==> src/rtl/xpmwrap_sdpram_rdarb.sv <==
// Round-robin read arbiter for port B of xpmwrap_sdpram. It issues one read per
// cycle and routes the returning doutb word back to whichever requester issued it.
module xpmwrap_sdpram_rdarb #(
  parameter int ADDR_WIDTH_B      = 6,
  parameter int READ_DATA_WIDTH_B = 32,
  parameter int READ_LATENCY_B    = 2
) (
  input  logic                         clkb,
  input  logic                         rstb,
  input  logic                         req0_valid,
  output logic                         req0_ready,
  input  logic [ADDR_WIDTH_B-1:0]      req0_addr,
  input  logic                         req1_valid,
  output logic                         req1_ready,
  input  logic [ADDR_WIDTH_B-1:0]      req1_addr,
  output logic                         rsp0_valid,
  output logic                         rsp1_valid,
  output logic [READ_DATA_WIDTH_B-1:0] rsp_data,
  output logic                         busy,
  output logic                         mem_enb,
  output logic [ADDR_WIDTH_B-1:0]      mem_addrb,
  output logic                         mem_regceb,
  input  logic [READ_DATA_WIDTH_B-1:0] mem_doutb
);
  localparam int L = READ_LATENCY_B;

  logic         prio;
  logic         gnt_any;
  logic         gnt_id;
  logic [L:1]   vld_pipe;
  logic [L:1]   id_pipe;

  // Requester 1 wins when it is the only one asking, or under contention when prio is 1.
  always_comb begin
    gnt_any = !rstb && (req0_valid || req1_valid);
    gnt_id  = (req0_valid && req1_valid) ? prio : req1_valid;
  end

  assign req0_ready = gnt_any && !gnt_id && req0_valid;
  assign req1_ready = gnt_any &&  gnt_id && req1_valid;
  assign mem_enb    = gnt_any;
  assign mem_addrb  = !gnt_any ? '0 : (gnt_id ? req1_addr : req0_addr);
  assign mem_regceb = 1'b1;

  always_ff @(posedge clkb) begin
    if (rstb) begin
      prio     <= 1'b0;
      vld_pipe <= '0;
      id_pipe  <= '0;
    end else begin
      if (gnt_any) prio <= !gnt_id;
      vld_pipe[1] <= gnt_any;
      id_pipe[1]  <= gnt_id;
      for (int k = 2; k <= L; k++) begin
        vld_pipe[k] <= vld_pipe[k-1];
        id_pipe[k]  <= id_pipe[k-1];
      end
    end
  end

  // While reset is held, the stages may still contain reads that are being discarded. Mask them.
  assign rsp0_valid = !rstb && vld_pipe[L] && !id_pipe[L];
  assign rsp1_valid = !rstb && vld_pipe[L] &&  id_pipe[L];
  assign rsp_data   = mem_doutb;
  assign busy       = !rstb && (|vld_pipe);
endmodule
==> config.mk <==
export PLATFORM = sky130hd
export DESIGN_NAME = xpmwrap_sdpram_rdarb
export DESIGN_NICKNAME = d
export VERILOG_FILES = /design/src/rtl/xpmwrap_sdpram_rdarb.sv
export SDC_FILE = /design/constraint.sdc
export NUM_CORES = 1
export LEC_CHECK = 0
export CAP_MARGIN = 10
export CORE_MARGIN = 5
export CORE_UTILIZATION = 23
export DETAILED_ROUTE_END_ITERATION = 6
export PLACE_DENSITY_LB_ADDON = 0.3
export SYNTH_ARGS = -nofsm -noshare
export SYNTH_HDL_FRONTEND = slang
export SYNTH_SLANG_ARGS = --single-unit
export TNS_END_PERCENT = 30
==> constraint.sdc <==
create_clock -name clkb -period 1 [get_ports clkb]
set_input_delay 0.2 -clock clkb [delete_from_list [all_inputs] [get_ports clkb]]
set_output_delay 0.2 -clock clkb [all_outputs]
set_load 0.01 [all_outputs]
==> flow_metrics.py <==
metrics = {
    "yosys": {
        "ys_ff_latch": 5,
        "syn_area_um2": 625.6,
        "synth.distinct_cells": 15,
        "ys_warn_count": 0,
        "avgSynthCellArea_um2": 8.125,
        "ys_seq_area_frac": 0.1600,
        "syn_inst": 77,
        "synth_nets": 125,
    },
    "global_route": {
        "grt_first_pass_wirelength_um": 2332,
        "antenna_found_initial": 0,
        "grt_max_degree": 14,
        "grt_pass1_vias": 480,
        "grt-ovfl-total": 0,
        "grt_usage": 0.07318,
    },
    "final_layout": {
        "nets": 126,
        "drive_above_1_share": 0.4805,
        "antenna_cells": 0,
        "post-route-util": 0.2757,
        "area_growth_pct": 18.40,
    },
    "placement": {
        "gp_congestion": 0.6310,
        "numPortBuffers": 27,
        "hpwl_um": 1120,
    },
    "timing": {
        "finalHoldViolCount": 0,
        "tns_ns": -2.840,
        "fin_crit_sh": 1.361,
        "final.min_clock_period_ns": 1.361,
        "layout_setup_ws_ns": -0.3610,
        "rsz0062_at_grt": "true",
        "final_max_slew_viol_count": 0,
        "setup_violations": 12,
        "fmax_mhz": 734.7,
        "fin_skew_ns": 0.00006598,
    },
    "floorplanning": {
        "start_util": 0.2329,
        "die_x_um": 62.16,
        "dieArea_um2": 3863,
        "io_pins": 93,
        "core-area_um2": 2686,
        "die_h_um": 62.16,
        "rows": 19,
    },
    "clocking": {
        "cts-htree-levels": 1,
        "cts_max_path_buffers": 2,
        "clk_latency_ns": 0.24,
        "clkSinkCount": 5,
        "clkTransAtPathRegs_ns": 0.05,
        "cts_tree": "built",
        "root_buffer": "clkbuf_4",
        "cts_buffers": 3,
        "post_cts_buffers": 0,
        "ctsHoldBuffers": 0,
    },
    "pwr": {
        "p_total_uw": 713.4,
        "ir_worst_vdd_v": 0.0003863,
        "p_leak_nw": 0.3052,
        "powerDensity_nw_per_um2": 963.2,
    },
    "critical_path": {
        "start_kind": "input pin",
        "arrival_ns": 1.16,
        "required_ns": 0.80,
        "crit_type": "input pin to primary output",
        "path_max_fanout": 1,
        "end_kind": "primary output",
    },
    "job": {
        "cap_violations": 0,
    },
    "route": {
        "drt-pass1-iter-count": 2,
        "ant_nets": 0,
        "drt_first_iter_violations": 13,
        "drc_errors": 0,
        "vias_per_cell": 4.204,
        "wire_per_inst_um": 13.36,
        "wl_um": 1443,
        "num_vias": 454,
    },
    "run_status": {
        "violations": "setup timing",
        "status": "complete, but fails checks",
    },
    "worst_hold_path": {
        "hp-class": "input pin to flip-flop",
    },
}
[final timing paths]
path	depth (start not counted)	end	start	slack [ns]
min	3	id_pipe[2]	rstb	0.37
min reg2reg	1	id_pipe[2]	id_pipe[1]	0.44
max reg2reg	4	prio	prio	0.03
max	4	mem_addrb[5]	req1_addr[5]	-0.36
[state kept, by name, summed over array words and instances (netlist names)]
signal    flops
id_pipe       2
vld_pipe      2
prio          1
[logic make-up after synthesis]
group / Yosys count / share of synthesized area
compound gates: 8 / 0.1400
buf+inv: 37 / 0.4560
simple gates: 26 / 0.2380
flops: 5 / 0.1600
other cells: 1 / 0.005994
[routing by layer]
layer	track usage	wire length (µm)
met1	0.07684	535
met2	0.09974	625
met3	0.04324	205
met4	0.06775	76
met5	0	0
[worst max-delay path, cell delays in order]
cell	delay (ns)
clkdlybuf4s50_1	0.45
nand2b_1	0.09
o32ai_4	0.25
buf_2	0.17
[power breakdown]
part	switching (mW)	internal [mW]	total (mW)	leakage (nW)
sequential	0.00722	0.213	0.220	0.0425
clock	0.0912	0.151	0.243	0.0150
combinational	0.108	0.142	0.251	0.248
[cell type report]
class / instances / area [µm²]
Inverter: 1 / 3.754
Tap cell: 31 / 38.79
Clock buffer: 4 / 26.28
Sequential cell: 5 / 103.9
Multi-Input combinational cell: 35 / 311.5
Timing Repair Buffer: 32 / 256.5
Fill cell: 302 / 1946
[cells in the mapped netlist]
cell	n	area, µm²
o32ai_1	4	35.03
buf_4	33	247.7
conb_1	1	3.750
nand2b_1	12	75.07
inv_1	1	3.750
and3b_1	1	8.760
nor3_1	2	10.01
nor2_1	6	22.52
o32ai_2	2	32.53
a21bo_2	1	10.01
nor2b_1	4	25.02
dfxtp_1	5	100.1
o21ba_2	1	10.01
nor3b_1	1	7.510
buf_6	3	33.78
[through the flow]
| step | instances | setup slack, ns | instance area (µm²) | hold WS [ns] |
|---|---|---|---|---|
| 2_1_floorplan | 77 | -0.005667 | 655.6 | 0.3255 |
| 3_3_place_gp | 104 | -1.038 | 720.7 | 0.4001 |
| 3_5_place_dp | 104 | -1.027 | 720.7 | 0.4001 |
| 4_1_cts | 108 | -0.4061 | 704.4 | 0.3913 |
| 5_1_grt | 108 | -0.4202 | 740.7 | 0.3998 |
| 6_report | 108 | -0.3610 | 740.7 | 0.3697 |
[what timing repair did]
item | 4_1_cts | 5_1_grt
endpoints found under the setup margin | 17 | 13
resized for setup | 62 | 7
hold endpoints to repair | 0 | 0
pin swaps | 8 | 1
[layout by cell type (no fill, tap or decap)]
| cell | count |
|---|---|
| clkbuf_1 | 1 |
| nor2b_2 | 1 |
| nor3_1 | 2 |
| buf_4 | 3 |
| clkdlybuf4s50_1 | 12 |
| o21ba_2 | 1 |
| buf_2 | 11 |
| conb_1 | 1 |
| nand2b_1 | 12 |
| dlygate4sd2_1 | 2 |
| dfxtp_2 | 3 |
| clkdlybuf4s15_2 | 1 |
| nor2_2 | 2 |
| clkbuf_4 | 4 |
| and3b_1 | 1 |
| o32ai_4 | 2 |
| nor2b_1 | 3 |
| inv_2 | 1 |
| nor2_1 | 4 |
| buf_6 | 2 |
| nor3b_2 | 1 |
| dfxtp_1 | 2 |
| a21bo_4 | 1 |
| o32ai_2 | 4 |
Note: power is estimated with default switching activity, not from simulation.
